--- src/rtl/dma_arb_pkg.sv ---
// Shared types and sizing helpers for the DMA round-robin memory-port arbiter.
package dma_arb_pkg;

  typedef enum logic [0:0] {
    StIdle,
    StOwn
  } arb_state_t;

  // Channel index width; a single channel still needs one bit.
  function automatic int unsigned ch_id_w(input int unsigned num_ch);
    return (num_ch > 1) ? $clog2(num_ch) : 1;
  endfunction

  localparam int unsigned DefaultNumCh = 4;
  localparam int unsigned ChIdW        = ch_id_w(DefaultNumCh);

endpackage

--- src/rtl/dma_rr_pick.sv ---
// Combinational round-robin picker: first requester at or after last_id+1, with wrap.
module dma_rr_pick #(
  parameter int unsigned NumCh = 4,
  parameter int unsigned IdW   = 2
) (
  input  logic [NumCh-1:0] req_i,
  input  logic [IdW-1:0]   last_id_i,
  output logic             pick_valid_o,
  output logic [IdW-1:0]   pick_id_o
);

  logic [2*NumCh-1:0] req_dbl;
  logic [NumCh-1:0]   req_rot;
  int unsigned        start;
  int unsigned        offset;
  logic               found;

  always_comb begin
    start   = (32'(last_id_i) + 32'd1) % NumCh;
    // Doubling the request vector turns the rotate into a plain shift.
    req_dbl = {req_i, req_i};
    req_rot = NumCh'(req_dbl >> start);
    offset  = 0;
    found   = 1'b0;
    for (int unsigned i = 0; i < NumCh; i++) begin
      if (req_rot[i] && !found) begin
        found  = 1'b1;
        offset = i;
      end
    end
    pick_valid_o = |req_i;
    pick_id_o    = IdW'((start + offset) % NumCh);
  end

endmodule

--- src/rtl/dma_rr_arbiter.sv ---
// Round-robin arbiter sharing one memory port among NumCh DMA beat streams,
// with a bounded burst length per grant and a one-cycle gap between grants.
module dma_rr_arbiter
  import dma_arb_pkg::*;
#(
  parameter  int unsigned NumCh    = 4,
  parameter  int unsigned AddrW    = 32,
  parameter  int unsigned DataW    = 32,
  parameter  int unsigned MaxBeats = 16,
  localparam int unsigned IdW      = ch_id_w(NumCh)
) (
  input  logic                   clk_i,
  input  logic                   rst_i,
  input  logic [NumCh-1:0]       ch_valid_i,
  input  logic [NumCh*AddrW-1:0] ch_addr_i,
  input  logic [NumCh*DataW-1:0] ch_wdata_i,
  input  logic [NumCh-1:0]       ch_last_i,
  output logic [NumCh-1:0]       ch_ready_o,
  output logic                   mem_valid_o,
  output logic [AddrW-1:0]       mem_addr_o,
  output logic [DataW-1:0]       mem_wdata_o,
  input  logic                   mem_ready_i,
  output logic                   grant_valid_o,
  output logic [IdW-1:0]         grant_id_o
);

  localparam int unsigned CntW = $clog2(MaxBeats) + 1;

  arb_state_t      state_q;
  logic [IdW-1:0]  grant_id_q;
  logic [IdW-1:0]  last_id_q;
  logic            grant_valid_q;
  logic [CntW-1:0] beat_cnt_q;

  logic            pick_valid;
  logic [IdW-1:0]  pick_id;

  dma_rr_pick #(
    .NumCh(NumCh),
    .IdW  (IdW)
  ) u_pick (
    .req_i       (ch_valid_i),
    .last_id_i   (last_id_q),
    .pick_valid_o(pick_valid),
    .pick_id_o   (pick_id)
  );

  logic own;
  logic sel_valid;
  logic sel_last;
  logic beat;
  logic cnt_max;
  logic release_now;

  always_comb begin
    own         = (state_q == StOwn);
    sel_valid   = ch_valid_i[grant_id_q];
    sel_last    = ch_last_i[grant_id_q];
    beat        = own && sel_valid && mem_ready_i;
    cnt_max     = (beat_cnt_q == CntW'(MaxBeats - 1));
    // A dropped request in OWN is a voluntary release with no transfer.
    release_now = own && (!sel_valid || (beat && (sel_last || cnt_max)));

    mem_valid_o = own && sel_valid;
    mem_addr_o  = '0;
    mem_wdata_o = '0;
    ch_ready_o  = '0;
    if (own) begin
      mem_addr_o             = AddrW'(ch_addr_i >> (32'(grant_id_q) * AddrW));
      mem_wdata_o            = DataW'(ch_wdata_i >> (32'(grant_id_q) * DataW));
      ch_ready_o[grant_id_q] = mem_ready_i;
    end
  end

  always_ff @(posedge clk_i or posedge rst_i) begin
    if (rst_i) begin
      state_q       <= StIdle;
      grant_valid_q <= 1'b0;
      grant_id_q    <= '0;
      last_id_q     <= IdW'(NumCh - 1);
      beat_cnt_q    <= '0;
    end else begin
      unique case (state_q)
        StIdle: begin
          if (pick_valid) begin
            grant_id_q    <= pick_id;
            grant_valid_q <= 1'b1;
            beat_cnt_q    <= '0;
            state_q       <= StOwn;
          end
        end
        StOwn: begin
          if (release_now) begin
            last_id_q     <= grant_id_q;
            grant_valid_q <= 1'b0;
            state_q       <= StIdle;
          end else if (beat) begin
            beat_cnt_q <= beat_cnt_q + 1'b1;
          end
        end
        default: state_q <= StIdle;
      endcase
    end
  end

  assign grant_valid_o = grant_valid_q;
  assign grant_id_o    = grant_id_q;

endmodule

--- config.mk ---
export PLATFORM = sky130hd
export DESIGN_NAME = dma_rr_arbiter
export DESIGN_NICKNAME = d
export VERILOG_FILES = /design/src/rtl/dma_arb_pkg.sv /design/src/rtl/dma_rr_pick.sv /design/src/rtl/dma_rr_arbiter.sv
export SDC_FILE = /design/constraint.sdc
export NUM_CORES = 1
export LEC_CHECK = 0
export CAP_MARGIN = 20
export CELL_PAD_IN_SITES_DETAIL_PLACEMENT = 0
export CELL_PAD_IN_SITES_GLOBAL_PLACEMENT = 1
export CORE_AREA = 5 5 130 132
export CTS_CLUSTER_DIAMETER = 30
export DETAILED_ROUTE_END_ITERATION = 6
export DIE_AREA = 0 0 135 137
export DONT_BUFFER_PORTS = 1
export PLACE_DENSITY_LB_ADDON = 0.1
export SLEW_MARGIN = 15
export SYNTH_ARGS = -nofsm -noshare
export SYNTH_HDL_FRONTEND = slang
export SYNTH_SLANG_ARGS = --single-unit
--- constraint.sdc ---
create_clock -name clk_i -period 5.3 [get_ports clk_i]
set_input_delay 0.53 -clock clk_i [delete_from_list [all_inputs] [get_ports clk_i]]
set_output_delay 0.53 -clock clk_i [all_outputs]
set_load 0.02 [all_outputs]
== Word level (Yosys, flattened, before mapping) ==
Index checks and enable logic that the tools add are counted.
Operators by class
  reduce and logical (&&, ||, !) cells: 19
  equal/unequal tests: 5
  bitwise gates (word level): 2
  add/subtract/negate cells: 3
  shift-type cells: 3
  magnitude comparators: 2
  muxes and demuxes: 25
Operators with widths (number)
  right shift 128 x 7 -> 32 bit: 2
  two-way mux 32 bit: 2
  two-way mux 5 bit: 3
  two-way mux 1 bit: 11
  case mux 5 bit (2 select lines): 1
  logical AND 1 bit: 8
  right shift 8 x 2 -> 4 bit: 1
  AND reduction 2 bit: 3
  adder 5 x 1 -> 5 bit, second input constant: 1
  equality test 5 x 4 -> 1 bit, second input constant: 1
  AND 4 bit: 1
  binary-select mux 1 bit (select 2 bit): 2
  zero test 1 bit: 4
  two-way mux 2 bit: 2
  two-way mux 4 bit: 1
  inequality test 2 x 1 -> 1 bit, second input constant: 2
  inequality test 2 bit, second input constant: 2
  case mux 1 bit (2 select lines): 2
  OR reduction 4 bit: 1
  less-than comparator 2 x 3 -> 1 bit, second input constant: 1
  AND reduction 3 bit: 1
  adder 2 x 1 -> 2 bit, second input constant: 1
  adder 2 bit: 1
  demux 1 bit (select 2 bit): 1
  other kinds (3): 4
Storage, ports and cells
  input bits: 267
  register bits: 11
  logic and storage cells: 64
  output and inout port bits: 72

== Depth between registers and ports, before layout ==
Gate-level depths: netlist of the first run.
  depth after elaboration: 13
  mapped depth: 10
  mapped depth without buffers: 10

== Modules after synthesis ==
Synthesis of the first run repeated with hierarchy kept, for this count alone.
Unflattened totals
  cells, all modules: 242
  area, all modules: 2778.9 sq um
By module, submodules not included
  dma_rr_arbiter: times used 1, seq. area each 277.8 sq um, area each 2576.2 sq um, cells an instance 210
  dma_rr_pick: times used 1, seq. area each 0.0 sq um, area each 202.7 sq um, cells an instance 32

== Worst setup path before layout of the first run ==
Ideal clock, no wire load.
  path type: register to output
  start: register grant_id_q[0] (netlist: grant_id_o[0])
  end: output port mem_addr_o[0]
  stages on the path, launching flop included: 5
  setup slack: 3.069 ns
  required time: 4.770 ns
  buffers on the path: 2
  arrival: 1.701 ns
  cell sequence: dfrtp_1 buf_2 buf_2 mux4_2 and2_1
On the way
  cells in the longest elaborated chain, start to end: 2
RTL lines
  from (decl): line dma_rr_arbiter.sv:30  | logic [IdW-1:0] grant_id_q;
  from (signal assigned): line dma_rr_arbiter.sv:86  | grant_id_q <= pick_id;
  right shift 128 x 7 -> 32 bit: line dma_rr_arbiter.sv:69  | mem_addr_o = AddrW'(ch_addr_i >> (32'(grant_id_q) * AddrW));
  two-way mux 32 bit: line dma_rr_arbiter.sv:68  | if (own) begin
  to (decl): line dma_rr_arbiter.sv:20  | output logic [AddrW-1:0] mem_addr_o,
No other way between the ends.

== Final worst setup path of the first run ==
  start: register grant_id_q[0] (netlist: grant_id_o[0])
  end: output port mem_wdata_o[10]
On the way
  cells in the longest elaborated chain, start to end: 2
RTL lines
  right shift 128 x 7 -> 32 bit: line dma_rr_arbiter.sv:70  | mem_wdata_o = DataW'(ch_wdata_i >> (32'(grant_id_q) * DataW));
  two-way mux 32 bit: line dma_rr_arbiter.sv:68
  to (decl): line dma_rr_arbiter.sv:21  | output logic [DataW-1:0] mem_wdata_o,
No other way between the ends.

==> flow_summary.toml, run 1 <==
[floorplanning]
fp.dieH_um = 137
start_util = 0.175
io_pins = 339
die_area_sq_mm = 0.0185
coreArea_sq_mm = 0.0156
die_w_um = 135
rows = 46

[global_route]
grt_pass1_wl_um = 16700
grt_overflow_total = 0
antenna_found_initial = 9
grt_pass1_vias = 2254
grt_usage = 0.119
grt_max_degree = 75

[synth]
synth_flop_cell = "dfrtp_1"
synth_cell_types = 39
synth-async-reset-ratio = 1.00
synthTopCellsByCount = "65 x mux4_2, 64 x and2_1, 15 x clkbuf_1"
netlist.area_leader.share = 0.536
synth.area.top_cells = "mux4_2 54%, and2_1 15%, dfrtp_1 8.3%, clkbuf_1 2.1%, dfstp_2 1.9%"
synth.most_common_cell = "mux4_2"
syn_area_sq_mm = 0.00273
synth_edf_count = 0
synth.avg_cell_area_sq_um = 11.4
syn_inst = 240
yosys.area.top_type = "mux4_2"
yosysSeqAreaShare = 0.102
synth_nets = 510
ys_ff_latch = 11
ys_warn_count = 0

[timing]
fmax_mhz = 315
hold_viol = 0
finalSetupViolations = 0
worstMarginPinSlew_ns = 1.03
fin_setup_tns_ns = 0
fin_crit_ns = 3.18
skew_ns = 0.00134
max-slew-margin-rel = 0.316
holdWs_ns = 0.204
fin_crit_sh = 0.600
rsz0062_at_grt = "false"
slew_violations = 0

[place]
gp_congestion = 0.788
hpwlAfterDp_um = 10700
placed_cells_incl_taps = 431
port_buffers = 0

[cells_and_area]
drive_above_1_share = 0.359
finalNetCount = 491
regArea_sq_um = 287
fillCellCount = 1706
multi_input_area_sq_mm = 0.00230
layoutNonFillerInstCount = 439
syn2layout_area_growth_pct = 10.4

[detailed_routing]
drcViolationCount = 0
wl_per_cell_um = 29.1
vias = 2173
first_pass_iters = 6
viasPerCell = 4.95
ant_nets = 0
wl_um = 12800
drtIter0Drc = 101

[worst_setup_path]
critical_path.max_fanout = 39
required_ns = 4.77
worstSetupPathType = "flip-flop to output port"
critPathLaunchType = "flip-flop"
arrival_ns = 2.65
cp-end-kind = "output port"

[power]
power_density_mw_per_mm2 = 661
power_uw = 1990
power_leakage_uw = 0.000953
peakVddDrop_v = 0.000249

[clock_tree]
ctsResizeCount = 0
numCtsBuffers = 3
cts_hold_buf = 0
h-tree-depth = 1
cts_tree = "built"
cts-root-buf = "clkbuf_16"
cts.sinks = 11
clk_latency_ns = 0.24
post_cts_buffers = 0
clk_pin_slew_ns = 0.04
cts_max_path_buffers = 2

[min_path]
hold_class = "primary input to async pin"

[flow_run]
maxCapViolCount = 0

[outcome]
status = "complete, no violations"
## layout by cell type (no fill, tap or decap), types with 3 or more instances in the layout
cell / synthesis / final
ha_1: 3 / 3
mux4_2: 65 / 65
inv_1: 8 / 8
clkbuf_16: 0 / 3
nor2_1: 9 / 9
nand3_1: 5 / 5
dfrtp_1: 9 / 6
o21ai_1: 4 / 4
o31ai_1: 3 / 3
nand2_1: 8 / 8
diode_2: 0 / 3
and2_1: 64 / 64
## cell families (layout without fill, tap and decap cells)
kind of cell	after synthesis	count (layout)	share of synthesized area
and+or+nand+nor	99	99	0.215
muxes	69	69	0.552
buffers and inverters	35	15	0.0555
AOI/OAI and AO/OA	20	20	0.0518
DFF	11	11	0.102
adders and majority gates	3	3	0.0138
xor gates and xnor gates	3	3	0.00963
other	0	3	0
## power by group
part | internal, uW | switching (uW) | total [uW]
sequential | 121 | 247 | 369
combinational | 689 | 796 | 1480
clock | 101 | 36.5 | 137
total | 911 | 1080 | 1990
## layout make-up
| type | count | area share |
|---|---|---|
| Antenna cell | 3 | 0.00249 |
| Clock buffer | 4 | 0.0262 |
| Inverter | 9 | 0.0112 |
| Multi-Input combinational cell | 194 | 0.764 |
| Sequential cell | 11 | 0.0951 |
| Tap cell | 216 | 0.0897 |
| Timing Repair Buffer | 2 | 0.0116 |
## worst max-delay path: stages, from the launching register on
cell	delay, ns
dfrtp_4	0.83
buf_4	0.69
mux4_2	0.58
and2_1	0.26
## stage by stage
stage	setup slack, ns	area (sq um)	util
finish	2.12	3010	0.193
global route	1.87	3010	0.193
CTS	1.98	2980	0.191
detailed placement	2.23	2900	0.186
global placement	2.24	2900	0.186
floorplan	3.07	2730	-
## worst paths after layout
check / from / end / slack [ns] / cells after the start
min: rst_i / grant_valid_o$_DFFE_PP0P_ / 0.20 / 1
min in group clk_i: beat_cnt_q[4]$_DFFE_PP0P_ / beat_cnt_q[4]$_DFFE_PP0P_ / 0.50 / 2
min reg2reg: beat_cnt_q[4]$_DFFE_PP0P_ / beat_cnt_q[4]$_DFFE_PP0P_ / 0.50 / 2
max reg2reg: grant_id_o[0]$_DFFE_PP0P_ / beat_cnt_q[3]$_DFFE_PP0P_ / 2.52 / 5
max: grant_id_o[0]$_DFFE_PP0P_ / mem_wdata_o[10] / 2.12 / 3
max in group asynchronous: rst_i / grant_id_o[1]$_DFFE_PP0P_ / 4.72 / 1
## layer usage
metal / global-route usage / up-vias / share of wire
met1: 0.134 / 1085 / 0.34
met3: 0.0537 / 14 / 0.11
met2: 0.219 / 151 / 0.54
met4: 0.00672 / 12 / 0.0021
met5: 0 / - / 0.0064
li1: - / 911 / -
## registers in the layout (all words and copies together) (netlist names)
register and count:
last_id_q 2, grant_valid_o 1, own 1, grant_id_o 2, beat_cnt_q 5
Note: power is estimated with default switching activity, not from simulation.
==> run 2, diff against run 1 <==
Settings changed: CORE_AREA 5 5 130 132 to 5 5 127 129, DIE_AREA 0 0 135 137 to 0 0 132 134.
Clock period 5.3 ns to 3.05 ns, I/O delays scaled along.
==> flow_summary.toml, run 2 (same netlist as run 1, synthesis figures left out) <==
[cells_and_area]
syn2layout_area_growth_pct = 10.2
regMostFlops = "beat_cnt_q"
mostFrequentLayoutCells = "65 x mux4_2, 64 x and2_1, 9 x nor2_1"
largest_reg_flops = 5
finalNetCount = 496
fillCellCount = 1599
mostFrequentLayoutCell = "mux4_2"
drive_above_1_share = 0.369
utilization = 0.202
fin_area_sq_mm = 0.00301

[detailed_routing]
wl_per_cell_um = 30.1
first_pass_iters = 4
wl_um = 12500
drtIter0Drc = 103
ant_nets = 0
viasPerCell = 5.23
drcViolationCount = 0
vias = 2172

[timing]
worstMarginPinSlew_ns = 0.660
rsz0062_at_grt = "false"
fin_crit_ns = 2.45
holdWs_ns = 0.306
max-slew-margin-rel = 0.559
fin_setup_tns_ns = 0
fin_crit_sh = 0.803
finalSetupViolations = 0
slew_violations = 0
fmax_mhz = 408
skew_ns = 0.000405
hold_viol = 0

[clock_tree]
h-tree-depth = 1
numCtsBuffers = 3
clk_pin_slew_ns = 0.04
cts_tree = "built"
cts_max_path_buffers = 2
cts-root-buf = "clkbuf_16"
cts.sinks = 11
post_cts_buffers = 0
clk_latency_ns = 0.24

[floorplanning]
rows = 45
die_area_sq_mm = 0.0177
io_pins = 339
coreArea_sq_mm = 0.0149
fp.dieH_um = 134
start_util = 0.183
die_w_um = 132

[worst_setup_path]
path_cells = "buf_4 > mux4_2 > and2_1"
arrival_ns = 2.15
cp_num_buf_inv = 1
r2r_start = "grant_id_o[1]$_DFFE_PP0P_"
required_ns = 2.74
ff2ff_setup_slack_ns = 0.87
critical_path.max_fanout = 25
cp-end-kind = "output port"
critPathMaxStageDelay_ns = 0.72
reg2reg_depth = 3
critPathLaunchType = "flip-flop"
r2r-end = "last_id_q[1]$_DFFE_PP1P_"
cp_slowest_cell = "dfrtp_4"
worstSetupPathType = "flip-flop to output port"
crit_family = "flip-flops"

[power]
power_leakage_uw = 0.000974
peakVddDrop_v = 0.000288
power_uw = 3480
power_density_mw_per_mm2 = 1160

[min_path]
hold_depth = 2
min_from = "mem_ready_i"
holdPathEnd = "beat_cnt_q[0]$_DFFE_PP0P_"
hold_class = "primary input to flip-flop"

[global_route]
grt_pass1_wl_um = 17200
grt_pass1_vias = 2362
grt_max_degree = 47
antenna_found_initial = 3
grt_usage = 0.126
grt_overflow_total = 0

[place]
hpwlAfterDp_um = 10700
gp_congestion = 0.831
port_buffers = 0
placed_area_sq_mm = 0.00291

[flow_run]
maxCapViolCount = 0

[outcome]
status = "complete, no violations"
-- run 2: repair_timing --
item	CTS	global route
endpoints found under the hold margin	9	0
hold buffers	1	0
resized for setup	0	0
-- run 2: worst max-delay path by stage --
stage | startpoint | end | slack [ns] | depth (start not counted)
2_1_floorplan | grant_id_o[0]$_DFFE_PP0P_ | mem_addr_o[0] | 1.04 | 4
3_3_place_gp | grant_id_o[0]$_DFFE_PP0P_ | mem_wdata_o[25] | 0.81 | 3
3_5_place_dp | grant_id_o[0]$_DFFE_PP0P_ | mem_wdata_o[25] | 0.81 | 3
4_1_cts | grant_id_o[0]$_DFFE_PP0P_ | mem_wdata_o[25] | 0.56 | 3
5_1_grt | grant_id_o[0]$_DFFE_PP0P_ | mem_wdata_o[25] | 0.47 | 3
6_report | grant_id_o[0]$_DFFE_PP0P_ | mem_wdata_o[25] | 0.60 | 3
-- run 2: layout make-up --
cell class / instances / area [sq um] / area share
inverters: 9 / 33.8 / 0.0112
clock buffers: 4 / 78.8 / 0.0262
well taps: 188 / 235 / 0.0782
flip-flops and latches: 11 / 287 / 0.0953
repair buffers: 7 / 67.6 / 0.0225
multi-input cells: 194 / 2300 / 0.765
diodes: 2 / 5.00 / 0.00166
-- run 2: power breakdown --
group	leakage (uW)	internal (uW)	total, uW	switching, uW
Clock	0.0000382	175	238	63.0
Combinational	0.000802	1210	2720	1510
Sequential	0.000133	214	521	307
Total	0.000974	1600	3480	1880
-- run 2: per-stage QoR --
step                setup WS (ns)  std cells
global placement            0.809        408
global route                0.473        414
finish                      0.599        415
floorplan                    1.04        240
detailed placement          0.807        408
CTS                         0.555        413
-- run 2: routing by layer --
metal | global-route usage | vias up | part of all wire
met5 | 0 | - | 0.0020
met4 | 0.00800 | 4 | 0.0018
met3 | 0.0446 | 6 | 0.089
met2 | 0.229 | 158 | 0.54
met1 | 0.149 | 1084 | 0.37
li1 | - | 920 | -
